===== config.mk =====
export PLATFORM = sky130hd
export DESIGN_NAME = jogo_memoria_controle_flat
export DESIGN_NICKNAME = d
export VERILOG_FILES = /design/src/rtl/jogo_memoria_controle_if.sv /design/src/rtl/jogo_memoria_controle.sv /design/src/flat_wrapper.sv
export SDC_FILE = /design/constraint.sdc
export NUM_CORES = 1
export LEC_CHECK = 0
export ABC_AREA = 1
export CELL_PAD_IN_SITES_DETAIL_PLACEMENT = 0
export CELL_PAD_IN_SITES_GLOBAL_PLACEMENT = 2
export CORE_UTILIZATION = 29
export DETAILED_ROUTE_END_ITERATION = 8
export GPL_TIMING_DRIVEN = 0
export PLACE_DENSITY = 0.8
export SYNTH_ARGS = -nofsm -noshare
export SYNTH_HDL_FRONTEND = slang
export SYNTH_SLANG_ARGS = --single-unit
export TNS_END_PERCENT = 5

===== constraint.sdc =====
create_clock -name clock -period 1.7 [get_ports clock]
set_input_delay 0.51 -clock clock [delete_from_list [all_inputs] [get_ports clock]]
set_output_delay 0.51 -clock clock [all_outputs]
set_load 0.005 [all_outputs]

===== src/rtl/jogo_memoria_controle_if.sv =====
// Control/status bundle between the memory-game control unit and its datapath.
// master = control unit (drives strobes), slave = datapath side.
interface jogo_memoria_controle_if;
    logic       jogar;
    logic       jogada_feita;
    logic       jogada_correta;
    logic       enderecoIgualRodada;
    logic       fimL;
    logic       timeout;
    logic       zeraCR;
    logic       contaCR;
    logic       zeraE;
    logic       contaE;
    logic       limpaRC;
    logic       registraRC;
    logic       zeraLeds;
    logic       registraLeds;
    logic       contaT;
    logic       zeraT;
    logic       led_selector;
    logic       pronto;
    logic       ganhou;
    logic       perdeu;
    logic [3:0] db_estado;

    modport master (
        input  jogar, jogada_feita, jogada_correta,
        input  enderecoIgualRodada, fimL, timeout,
        output zeraCR, contaCR, zeraE, contaE,
        output limpaRC, registraRC, zeraLeds, registraLeds,
        output contaT, zeraT, led_selector,
        output pronto, ganhou, perdeu, db_estado
    );

    modport slave (
        output jogar, jogada_feita, jogada_correta,
        output enderecoIgualRodada, fimL, timeout,
        input  zeraCR, contaCR, zeraE, contaE,
        input  limpaRC, registraRC, zeraLeds, registraLeds,
        input  contaT, zeraT, led_selector,
        input  pronto, ganhou, perdeu, db_estado
    );
endinterface


===== src/rtl/jogo_memoria_controle.sv =====
// Moore control unit for the memory game: playback, move checking, outcome.
// Define JOGO_TIMEOUT_EN to make a move-timer expiry end the game (state F).
module jogo_memoria_controle #(
    parameter int T_MOSTRA = 4,
    parameter int T_APAGA  = 2,
    parameter int CW       = 26
) (
    input logic              clock,
    input logic              reset,
    jogo_memoria_controle_if.master bus
);

    typedef enum logic [3:0] {
        INICIAL         = 4'h0,
        PREPARACAO      = 4'h1,
        INICIO_RODADA   = 4'h2,
        MOSTRA          = 4'h3,
        APAGA           = 4'h4,
        PROXIMO_LED     = 4'h5,
        PREPARA_JOGADAS = 4'h6,
        ESPERA_JOGADA   = 4'h7,
        REGISTRA        = 4'h8,
        COMPARA         = 4'h9,
        PROXIMA_JOGADA  = 4'hA,
        PROXIMA_RODADA  = 4'hB,
        FIM_ACERTOU     = 4'hD,
        FIM_ERROU       = 4'hE,
        FIM_TIMEOUT     = 4'hF
    } estado_t;

    localparam logic [CW-1:0] FIM_MOSTRA = CW'(T_MOSTRA - 1);
    localparam logic [CW-1:0] FIM_APAGA  = CW'(T_APAGA - 1);

    estado_t         estado_q, estado_d;
    logic [CW-1:0]   timer_q, timer_d;

    always_ff @(posedge clock) begin
        if (reset) begin
            estado_q <= INICIAL;
            timer_q  <= '0;
        end else begin
            estado_q <= estado_d;
            timer_q  <= timer_d;
        end
    end

    // Timer runs only during playback and restarts at every phase change.
    always_comb begin
        estado_d = estado_q;
        timer_d  = '0;
        unique case (estado_q)
            INICIAL:         if (bus.jogar) estado_d = PREPARACAO;
            PREPARACAO:      estado_d = INICIO_RODADA;
            INICIO_RODADA:   estado_d = MOSTRA;
            MOSTRA: begin
                if (timer_q == FIM_MOSTRA) estado_d = APAGA;
                else timer_d = timer_q + 1'b1;
            end
            APAGA: begin
                if (timer_q == FIM_APAGA)
                    estado_d = bus.enderecoIgualRodada ? PREPARA_JOGADAS
                                                       : PROXIMO_LED;
                else
                    timer_d = timer_q + 1'b1;
            end
            PROXIMO_LED:     estado_d = MOSTRA;
            PREPARA_JOGADAS: estado_d = ESPERA_JOGADA;
            ESPERA_JOGADA: begin
                if (bus.jogada_feita) estado_d = REGISTRA;
`ifdef JOGO_TIMEOUT_EN
                else if (bus.timeout) estado_d = FIM_TIMEOUT;
`endif
            end
            REGISTRA:        estado_d = COMPARA;
            COMPARA: begin
                if (!bus.jogada_correta)           estado_d = FIM_ERROU;
                else if (!bus.enderecoIgualRodada) estado_d = PROXIMA_JOGADA;
                else if (bus.fimL)                 estado_d = FIM_ACERTOU;
                else                               estado_d = PROXIMA_RODADA;
            end
            PROXIMA_JOGADA:  estado_d = ESPERA_JOGADA;
            PROXIMA_RODADA:  estado_d = INICIO_RODADA;
            FIM_ACERTOU,
            FIM_ERROU:       if (bus.jogar) estado_d = PREPARACAO;
`ifdef JOGO_TIMEOUT_EN
            FIM_TIMEOUT:     if (bus.jogar) estado_d = PREPARACAO;
`endif
            default:         estado_d = INICIAL;
        endcase
    end

    always_comb begin
        bus.zeraCR       = 1'b0;
        bus.contaCR      = 1'b0;
        bus.zeraE        = 1'b0;
        bus.contaE       = 1'b0;
        bus.limpaRC      = 1'b0;
        bus.registraRC   = 1'b0;
        bus.zeraLeds     = 1'b0;
        bus.registraLeds = 1'b0;
        bus.contaT       = 1'b0;
        bus.zeraT        = 1'b0;
        bus.led_selector = 1'b0;
        bus.pronto       = 1'b0;
        bus.ganhou       = 1'b0;
        bus.perdeu       = 1'b0;
        unique case (estado_q)
            PREPARACAO: begin
                bus.zeraCR   = 1'b1;
                bus.zeraE    = 1'b1;
                bus.zeraLeds = 1'b1;
                bus.limpaRC  = 1'b1;
                bus.zeraT    = 1'b1;
            end
            INICIO_RODADA: begin
                bus.zeraE    = 1'b1;
                bus.zeraLeds = 1'b1;
            end
            MOSTRA: begin
                bus.led_selector = 1'b1;
                bus.registraLeds = 1'b1;
            end
            APAGA:       bus.zeraLeds = 1'b1;
            PROXIMO_LED: bus.contaE   = 1'b1;
            PREPARA_JOGADAS: begin
                bus.zeraE    = 1'b1;
                bus.zeraT    = 1'b1;
                bus.zeraLeds = 1'b1;
            end
            ESPERA_JOGADA: bus.contaT = 1'b1;
            REGISTRA: begin
                bus.registraRC   = 1'b1;
                bus.registraLeds = 1'b1;
            end
            PROXIMA_JOGADA: begin
                bus.contaE = 1'b1;
                bus.zeraT  = 1'b1;
            end
            PROXIMA_RODADA: bus.contaCR = 1'b1;
            FIM_ACERTOU: begin
                bus.pronto = 1'b1;
                bus.ganhou = 1'b1;
            end
            FIM_ERROU: begin
                bus.pronto = 1'b1;
                bus.perdeu = 1'b1;
            end
`ifdef JOGO_TIMEOUT_EN
            FIM_TIMEOUT: begin
                bus.pronto = 1'b1;
                bus.perdeu = 1'b1;
            end
`endif
            default: ;
        endcase
    end

    assign bus.db_estado = estado_q;

endmodule


===== src/flat_wrapper.sv =====
// flat-port wrapper written by rule: the top's interface ports become plain ports
module jogo_memoria_controle_flat 
#(
    parameter int T_MOSTRA = 4,
    parameter int T_APAGA  = 2,
    parameter int CW       = 26
)
  (clock, reset, bus_jogar, bus_jogada_feita, bus_jogada_correta, bus_enderecoIgualRodada, bus_fimL, bus_timeout, bus_zeraCR, bus_contaCR, bus_zeraE, bus_contaE, bus_limpaRC, bus_registraRC, bus_zeraLeds, bus_registraLeds, bus_contaT, bus_zeraT, bus_led_selector, bus_pronto, bus_ganhou, bus_perdeu, bus_db_estado);
  jogo_memoria_controle_if bus_i ();
  input logic clock;
  input logic reset;
  input wire logic [$bits(bus_i.jogar)-1:0] bus_jogar;
  input wire logic [$bits(bus_i.jogada_feita)-1:0] bus_jogada_feita;
  input wire logic [$bits(bus_i.jogada_correta)-1:0] bus_jogada_correta;
  input wire logic [$bits(bus_i.enderecoIgualRodada)-1:0] bus_enderecoIgualRodada;
  input wire logic [$bits(bus_i.fimL)-1:0] bus_fimL;
  input wire logic [$bits(bus_i.timeout)-1:0] bus_timeout;
  output wire logic [$bits(bus_i.zeraCR)-1:0] bus_zeraCR;
  output wire logic [$bits(bus_i.contaCR)-1:0] bus_contaCR;
  output wire logic [$bits(bus_i.zeraE)-1:0] bus_zeraE;
  output wire logic [$bits(bus_i.contaE)-1:0] bus_contaE;
  output wire logic [$bits(bus_i.limpaRC)-1:0] bus_limpaRC;
  output wire logic [$bits(bus_i.registraRC)-1:0] bus_registraRC;
  output wire logic [$bits(bus_i.zeraLeds)-1:0] bus_zeraLeds;
  output wire logic [$bits(bus_i.registraLeds)-1:0] bus_registraLeds;
  output wire logic [$bits(bus_i.contaT)-1:0] bus_contaT;
  output wire logic [$bits(bus_i.zeraT)-1:0] bus_zeraT;
  output wire logic [$bits(bus_i.led_selector)-1:0] bus_led_selector;
  output wire logic [$bits(bus_i.pronto)-1:0] bus_pronto;
  output wire logic [$bits(bus_i.ganhou)-1:0] bus_ganhou;
  output wire logic [$bits(bus_i.perdeu)-1:0] bus_perdeu;
  output wire logic [$bits(bus_i.db_estado)-1:0] bus_db_estado;
  assign bus_i.jogar = bus_jogar;
  assign bus_i.jogada_feita = bus_jogada_feita;
  assign bus_i.jogada_correta = bus_jogada_correta;
  assign bus_i.enderecoIgualRodada = bus_enderecoIgualRodada;
  assign bus_i.fimL = bus_fimL;
  assign bus_i.timeout = bus_timeout;
  assign bus_zeraCR = bus_i.zeraCR;
  assign bus_contaCR = bus_i.contaCR;
  assign bus_zeraE = bus_i.zeraE;
  assign bus_contaE = bus_i.contaE;
  assign bus_limpaRC = bus_i.limpaRC;
  assign bus_registraRC = bus_i.registraRC;
  assign bus_zeraLeds = bus_i.zeraLeds;
  assign bus_registraLeds = bus_i.registraLeds;
  assign bus_contaT = bus_i.contaT;
  assign bus_zeraT = bus_i.zeraT;
  assign bus_led_selector = bus_i.led_selector;
  assign bus_pronto = bus_i.pronto;
  assign bus_ganhou = bus_i.ganhou;
  assign bus_perdeu = bus_i.perdeu;
  assign bus_db_estado = bus_i.db_estado;
  jogo_memoria_controle #(.T_MOSTRA(T_MOSTRA), .T_APAGA(T_APAGA), .CW(CW)) u_core (.clock(clock), .reset(reset), .bus(bus_i));
endmodule

==> impl_metrics.py, run 1 <==
metrics = {
    "synth": {
        "synth_area_leader_cell": "sky130_fd_sc_hd__dfxtp_1",
        "syn_area_mm2": 0.001877,
        "yosysWarnings": 0,
        "netlist.area_leader.share_pct": 32.00,
        "post_synth_num_cell_types": 29,
        "synthesis.instances": 287,
        "post_synth.cell_area_avg_um2": 6.539,
        "seq_area_frac_synth_pct": 32.00,
        "synth_top_cells_by_area": "sky130_fd_sc_hd__dfxtp_1 32%, sky130_fd_sc_hd__nor2_1 14%, sky130_fd_sc_hd__nand2_1 14%, sky130_fd_sc_hd__xor2_1 6.5%, sky130_fd_sc_hd__inv_1 5.2%",
        "synth.net_count": 297,
        "ys_ff_latch": 30,
    },
    "drt": {
        "avgRoutedWirePerCell_um": 12.27,
        "via_count": 1912,
        "drt-vias-per-instance": 4.675,
        "detailedRoute.firstIterationViolations": 66,
        "number_of_detailed_routing_iterations_run_before_antenna_repair": 4,
        "post-route-drc-count": 0,
        "route.antenna.remaining_nets": 0,
        "wl_final_mm": 5.018,
    },
    "grt": {
        "track_usage_pct": 16.41,
        "grt_start_max_net_pins": 11,
        "grt_overflow": 0,
        "grt_pass1_vias": 1787,
        "antenna_found_initial": 0,
        "grt_pass1_wl_mm": 8.342,
    },
    "timing": {
        "worst-slew-pin-transition_ns": 0.5212,
        "timing.final.setup_violations": 7,
        "final_period_minus_worst_setup_slack_ns": 1.856,
        "min_period_over_period_pct": 109.2,
        "timing.max_slew.rel_slack_pct": 64.94,
        "fin_worst_skew_ns": 0.002980,
        "slew_viol_final": 0,
        "post-route-worst-setup-slack_ns": -0.1556,
        "clock.fmax_mhz": 538.9,
        "final.hold.worst_slack_ns": 0.4530,
        "grt_setup_unrepaired": "yes",
        "timing.setup.tns_ns": -0.6961,
        "final-hold-violation-count": 0,
    },
    "cells_and_area": {
        "finalNetCount": 343,
        "layout.core_utilization_pct": 40.97,
        "antennaDiodeCount": 0,
        "layout.cell_area.non_filler_mm2": 0.002497,
        "mostFrequentLayoutCell": "sky130_fd_sc_hd__nor2_1",
        "post_route_cells_drive_above_1_share_pct": 28.74,
        "area_delta_synth_final_pct": 33.07,
        "nFillCells": 686,
        "layout_common_cells": "64 x sky130_fd_sc_hd__nor2_1, 61 x sky130_fd_sc_hd__nand2_1, 25 x sky130_fd_sc_hd__dfxtp_1",
    },
    "floorplanning": {
        "fp-row-count": 28,
        "die_y_um": 82.45,
        "die_w_um": 82.45,
        "ioPinCount": 26,
        "start_util_pct": 30.79,
        "full_die_area_mm2": 0.006797,
        "core_area_mm2": 0.006096,
    },
    "status": {
        "violations": "setup timing",
        "outcome": "finished with violations",
    },
    "power_and_ir_drop": {
        "power.density_mw_per_mm2": 1047,
        "switchingPower_mw": 0.9871,
        "peakVddDrop_v": 0.0003892,
        "seq_power_share_pct": 31.7,
        "pwr-share-comb_pct": 45.4,
        "swShare_pct": 37.76,
        "clock_power_share_pct": 23.0,
        "post-layout-total-power_mw": 2.614,
        "intPower_mw": 1.627,
        "total_leakage_power_nw": 1.058,
    },
    "clock_tree": {
        "tritoncts": "built",
        "worst_setup_hold_path_clk_slew_ns": 0.07,
        "clk_root_buffer_cell": "sky130_fd_sc_hd__clkbuf_8",
        "numClockSinks": 30,
        "clk_path_buf_depth": 2,
        "cts.htree.levels": 2,
        "cts-hold-fix-buffers": 0,
        "cts_buffers": 5,
        "clkLatencyLatePin_ns": 0.28,
    },
    "flow_run": {
        "cap_violations": 0,
    },
    "placed_design": {
        "place_area_mm2": 0.002211,
        "gp_routability_congestion": 0.7736,
        "io_buffer_count": 24,
        "hpwl_mm": 3.690,
    },
    "setup_path": {
        "crit_slowest_cell": "sky130_fd_sc_hd__dfxtp_4",
        "critPathMaxStageDelay_ns": 0.38,
        "data_arrival_time_at_the_worst_slack_endpoint_ns": 1.35,
        "worstPathCellList": "nor2_4, inv_2, nor2_4, buf_6, buf_6, inv_4, nand2_1, buf_2",
        "critPathLaunchType": "flip-flop",
        "required_ns": 1.19,
        "critical_path.max_fanout": 5,
        "cp-end-kind": "output pin",
        "setup.worst_path.class": "reg -> out",
    },
    "worst_hold_path": {
        "type_of_the_most_critical_hold_path": "reg -> reg",
    },
}
## final timing paths
check | from | to | slack (ns) | cells past startpoint
min reg2reg | u_core.timer_q[0] | u_core.timer_q[0] | 0.45 | 1
max reg2reg | u_core.timer_q[1] | u_core.timer_q[20] | 0.11 | 10
max | u_core.bus.db_estado[3] | bus_zeraE | -0.16 | 8
min | u_core.timer_q[0] | u_core.timer_q[0] | 0.45 | 1
## routing by layer
metal	wire [um]	up-vias	part of all wire [%]	track usage (%)
met3	209	10	4.2	3.407
met5	0	-	0	0
li1	-	996	-	-
met1	2561	871	51	22.27
met2	2166	35	43	25.62
met4	80	0	1.6	5.614
## state kept, by name, summed over array words and instances, names as in the netlist
signal / count
u_core.timer_q: 26
u_core.bus.db_estado: 4
## Yosys cell counts
| cell type | n |
|---|---|
| sky130_fd_sc_hd__xnor2_1 | 3 |
| sky130_fd_sc_hd__nor2_1 | 72 |
| sky130_fd_sc_hd__nor2_2 | 5 |
| sky130_fd_sc_hd__ha_1 | 2 |
| sky130_fd_sc_hd__o21ai_2 | 1 |
| sky130_fd_sc_hd__nand2_2 | 3 |
| sky130_fd_sc_hd__o22ai_1 | 2 |
| sky130_fd_sc_hd__nor3_1 | 5 |
| sky130_fd_sc_hd__dfxtp_1 | 30 |
| sky130_fd_sc_hd__o21ai_0 | 4 |
| sky130_fd_sc_hd__a21oi_4 | 1 |
| sky130_fd_sc_hd__o211ai_4 | 1 |
| sky130_fd_sc_hd__inv_1 | 26 |
| sky130_fd_sc_hd__nor4_1 | 3 |
| sky130_fd_sc_hd__inv_2 | 6 |
| sky130_fd_sc_hd__buf_6 | 2 |
| sky130_fd_sc_hd__nor3b_1 | 1 |
| sky130_fd_sc_hd__nand2_4 | 1 |
| sky130_fd_sc_hd__a21oi_1 | 3 |
| sky130_fd_sc_hd__nor3b_2 | 1 |
| sky130_fd_sc_hd__nand4_1 | 7 |
| sky130_fd_sc_hd__o2111ai_1 | 1 |
| sky130_fd_sc_hd__o21bai_1 | 1 |
| sky130_fd_sc_hd__nand3_1 | 17 |
| sky130_fd_sc_hd__nor2_4 | 2 |
| sky130_fd_sc_hd__buf_4 | 1 |
| sky130_fd_sc_hd__nand3_2 | 4 |
| sky130_fd_sc_hd__nand2_1 | 68 |
| sky130_fd_sc_hd__xor2_1 | 14 |
## worst max-delay path: cells and delay by family (launching register included)
| family | cells | cell delay [ns] |
|---|---|---|
| flip-flops | 1 | 0.38 |
| AND/OR/NAND/NOR | 3 | 0.29 |
| buffers and inverters | 5 | 0.40 |
## metrics by stage
step | std cells | setup WS (ns)
2_1_floorplan | 287 | 0.1843
3_3_place_gp | 386 | -0.4883
3_5_place_dp | 386 | -0.4759
4_1_cts | 408 | -0.1790
5_1_grt | 409 | -0.2255
6_report | 409 | -0.1556
## cell type report
cell class	instances	area, um2	share of cell area (%)
multi-input cells	222	1235	49.45
repair buffers	39	296.5	11.87
flip-flops and latches	30	616.8	24.70
clock inverters	1	5.005	0.2004
clock buffers	7	86.33	3.457
plain buffers	3	33.78	1.353
well taps	75	93.84	3.758
inverters	32	130.1	5.210
## power by group through the flow
stage	sequential, mW	clock (mW)	combinational, mW
final	0.828	0.600	1.19
after detailed placement	0.794	0	0.920
after global placement	0.793	0	0.935
after global routing	0.835	0.654	1.32
after floorplan	0.790	0	0.545
after CTS	0.824	0.637	1.14
## cells by family after synthesis
group | count (synthesis) | synth area share (%)
buffers and inverters | 35 | 8.000
XOR/XNOR | 17 | 7.934
adder cells (fa/ha/maj) | 2 | 1.333
AO/OA/AOI/OAI | 14 | 5.867
AND/OR/NAND/NOR | 189 | 44.87
flip-flops | 30 | 32.00
## timing repair
action,4_1_cts,5_1_grt
buffers inserted,14,1
gates resized for setup,80,23
cloned,0,0
hold endpoints to repair,0,0
pin swaps,5,3
endpoints found under the setup margin,38,36
(Power assumes the default switching activity.)
==> inputs of run 2 (changes only) <==
--- a/config.mk
+++ b/config.mk
@@ -12,6 +12,7 @@
 export DETAILED_ROUTE_END_ITERATION = 8
 export GPL_TIMING_DRIVEN = 0
 export PLACE_DENSITY = 0.8
+export RECOVER_POWER = 100
 export SYNTH_ARGS = -nofsm -noshare
 export SYNTH_HDL_FRONTEND = slang
 export SYNTH_SLANG_ARGS = --single-unit
==> run 2 against run 1 <==
Net effect:
- the run still ends with setup timing left
- register-to-register slack worse by 0.02 ns
- combinational power hardly changed
- highest routed layer unchanged
- clock power barely moved
- total power decreased by 0.54%
- worst hold slack worse by 0.011 ns
- critical path depth is the same
- cell area is 1.2% lower
- routed wire length shrank 1.1%
- sequential share of layout area increased by 0.29 points
- largest power group unchanged
- sequential power is essentially flat
- critical endpoint unchanged
==> impl_metrics.py, run 2 (synthesis gave the netlist of run 1 again) <==
metrics = {
    "status": {
        "outcome": "finished with violations",
        "violations": "setup timing",
    },
    "power_and_ir_drop": {
        "switchingPower_mw": 0.9780,
        "swShare_pct": 37.61,
        "clock_power_share_pct": 23.1,
        "peakVddDrop_v": 0.0003900,
        "power.density_mw_per_mm2": 1053,
        "seq_power_share_pct": 31.8,
        "intPower_mw": 1.622,
        "pwr-share-comb_pct": 45.1,
        "total_leakage_power_nw": 1.055,
    },
    "floorplanning": {
        "start_util_pct": 30.79,
        "full_die_area_mm2": 0.006797,
        "ioPinCount": 26,
        "die_y_um": 82.45,
        "die_w_um": 82.45,
        "core_area_mm2": 0.006096,
        "fp-row-count": 28,
    },
    "flow_run": {
        "cap_violations": 0,
    },
    "timing": {
        "min_period_over_period_pct": 109.2,
        "fin_worst_skew_ns": 0.002615,
        "slew_viol_final": 0,
        "worst-slew-pin-transition_ns": 0.5203,
        "post-route-worst-setup-slack_ns": -0.1563,
        "grt_setup_unrepaired": "yes",
        "clock.fmax_mhz": 538.7,
        "timing.max_slew.rel_slack_pct": 64.99,
        "final.hold.worst_slack_ns": 0.4417,
        "timing.final.setup_violations": 7,
        "final_period_minus_worst_setup_slack_ns": 1.856,
        "final-hold-violation-count": 0,
        "timing.setup.tns_ns": -0.6980,
    },
    "clock_tree": {
        "clk_path_buf_depth": 2,
        "clk_root_buffer_cell": "sky130_fd_sc_hd__clkbuf_8",
        "tritoncts": "built",
        "clkLatencyLatePin_ns": 0.28,
        "numClockSinks": 30,
        "worst_setup_hold_path_clk_slew_ns": 0.07,
        "cts.htree.levels": 2,
        "cts_buffers": 5,
        "cts-hold-fix-buffers": 0,
    },
    "grt": {
        "track_usage_pct": 16.41,
        "grt_pass1_vias": 1787,
        "grt_overflow": 0,
        "grt_start_max_net_pins": 11,
        "antenna_found_initial": 0,
        "grt_pass1_wl_mm": 8.342,
    },
    "setup_path": {
        "required_ns": 1.19,
        "worstPathCellList": "nor2_4, inv_2, nor2_4, buf_6, buf_6, inv_4, nand2_1, buf_2",
        "regToRegSetupSlack_ns": 0.09,
        "crit_slowest_cell": "sky130_fd_sc_hd__dfxtp_4",
        "timing.critical_path.buf_inv": 5,
        "critical_path_cell_count": 8,
        "setup.worst_path.class": "reg -> out",
        "cp-end-kind": "output pin",
        "critical_path.reg2reg.startpoint": "u_core.bus.db_estado[3]",
        "reg2regPathDepth": 9,
        "cpLargestDelayFamily": "buffers and inverters",
        "critical_path.max_fanout": 5,
        "data_arrival_time_at_the_worst_slack_endpoint_ns": 1.35,
        "critPathMaxStageDelay_ns": 0.38,
        "critPathLaunchType": "flip-flop",
        "critical_path.reg2reg.endpoint": "u_core.timer_q[24]",
    },
    "placed_design": {
        "placed_cells_incl_taps": 386,
        "dp_slack_ns": -0.4759,
        "io_buffer_count": 24,
        "place_area_mm2": 0.002211,
        "gp_routability_congestion": 0.7736,
        "hpwl_mm": 3.690,
    },
    "worst_hold_path": {
        "hp-start": "u_core.timer_q[0]",
        "worst_hold_path.endpoint": "u_core.timer_q[0]",
        "min_delay_path_depth": 1,
        "type_of_the_most_critical_hold_path": "reg -> reg",
    },
    "drt": {
        "drt-vias-per-instance": 4.653,
        "wl_final_mm": 4.964,
        "detailedRoute.firstIterationViolations": 67,
        "number_of_detailed_routing_iterations_run_before_antenna_repair": 4,
        "avgRoutedWirePerCell_um": 12.14,
        "route.antenna.remaining_nets": 0,
        "post-route-drc-count": 0,
        "via_count": 1903,
    },
    "cells_and_area": {
        "mostFrequentLayoutCell": "sky130_fd_sc_hd__nor2_1",
        "finalNonFillerCells": 409,
        "area_delta_synth_final_pct": 31.53,
        "largest_reg_flops": 26,
        "finalNetCount": 343,
        "layout.cell_area.non_filler_mm2": 0.002469,
        "post_route_cells_drive_above_1_share_pct": 26.05,
        "register_name_with_the_most_flops": "u_core.timer_q",
        "antennaDiodeCount": 0,
        "layout_common_cells": "67 x sky130_fd_sc_hd__nor2_1, 61 x sky130_fd_sc_hd__nand2_1, 25 x sky130_fd_sc_hd__dfxtp_1",
    },
}
## run 2: worst max-delay path by stage
stage	endpoint	start	slack, ns
global route	bus_zeraLeds	u_core.bus.db_estado[3]	-0.23
global placement	bus_zeraLeds	u_core.bus.db_estado[3]	-0.49
floorplan	bus_zeraLeds	u_core.bus.db_estado[3]	0.18
detailed placement	bus_zeraLeds	u_core.bus.db_estado[3]	-0.48
finish	bus_zeraE	u_core.bus.db_estado[3]	-0.16
CTS	bus_contaE	u_core.bus.db_estado[3]	-0.18
## run 2: what timing repair did
action                     CTS  global route
resized for setup           80            23
setup endpoints to repair   38            36
pin swaps                    5             3
gates cloned                 0             0
setup buffers               14             1
## run 2: metrics by stage
step / power (mW) / utilization [%]
floorplan: 1.335 / -
global placement: 1.728 / 36.27
detailed placement: 1.714 / 36.27
CTS: 2.600 / 40.60
global route: 2.796 / 40.50
finish: 2.600 / 40.50
## run 2: routing by layer
layer / up-vias / GRT usage (%) / part of all wire, %
met1: 869 / 22.27 / 51
li1: 999 / - / -
met2: 25 / 25.62 / 44
met4: 0 / 5.614 / 1.6
met3: 10 / 3.407 / 3.7
met5: - / 0 / 0
## run 2: power by group through the flow
stage / clock (mW) / combinational, mW / sequential (mW)
finish: 0.600 / 1.17 / 0.827
global route: 0.654 / 1.31 / 0.835
CTS: 0.637 / 1.14 / 0.824
detailed placement: 0 / 0.920 / 0.794
global placement: 0 / 0.935 / 0.793
floorplan: 0 / 0.545 / 0.790
## run 2: layout make-up
type | instances | area, um2
Fill cell | 696 | 3627
Multi-Input combinational cell | 222 | 1215
Sequential cell | 30 | 616.8
Timing Repair Buffer | 39 | 295.3
Inverter | 32 | 130.1
Tap cell | 75 | 93.84
Clock buffer | 7 | 86.33
Buffer | 3 | 26.28
Clock inverter | 1 | 5.005
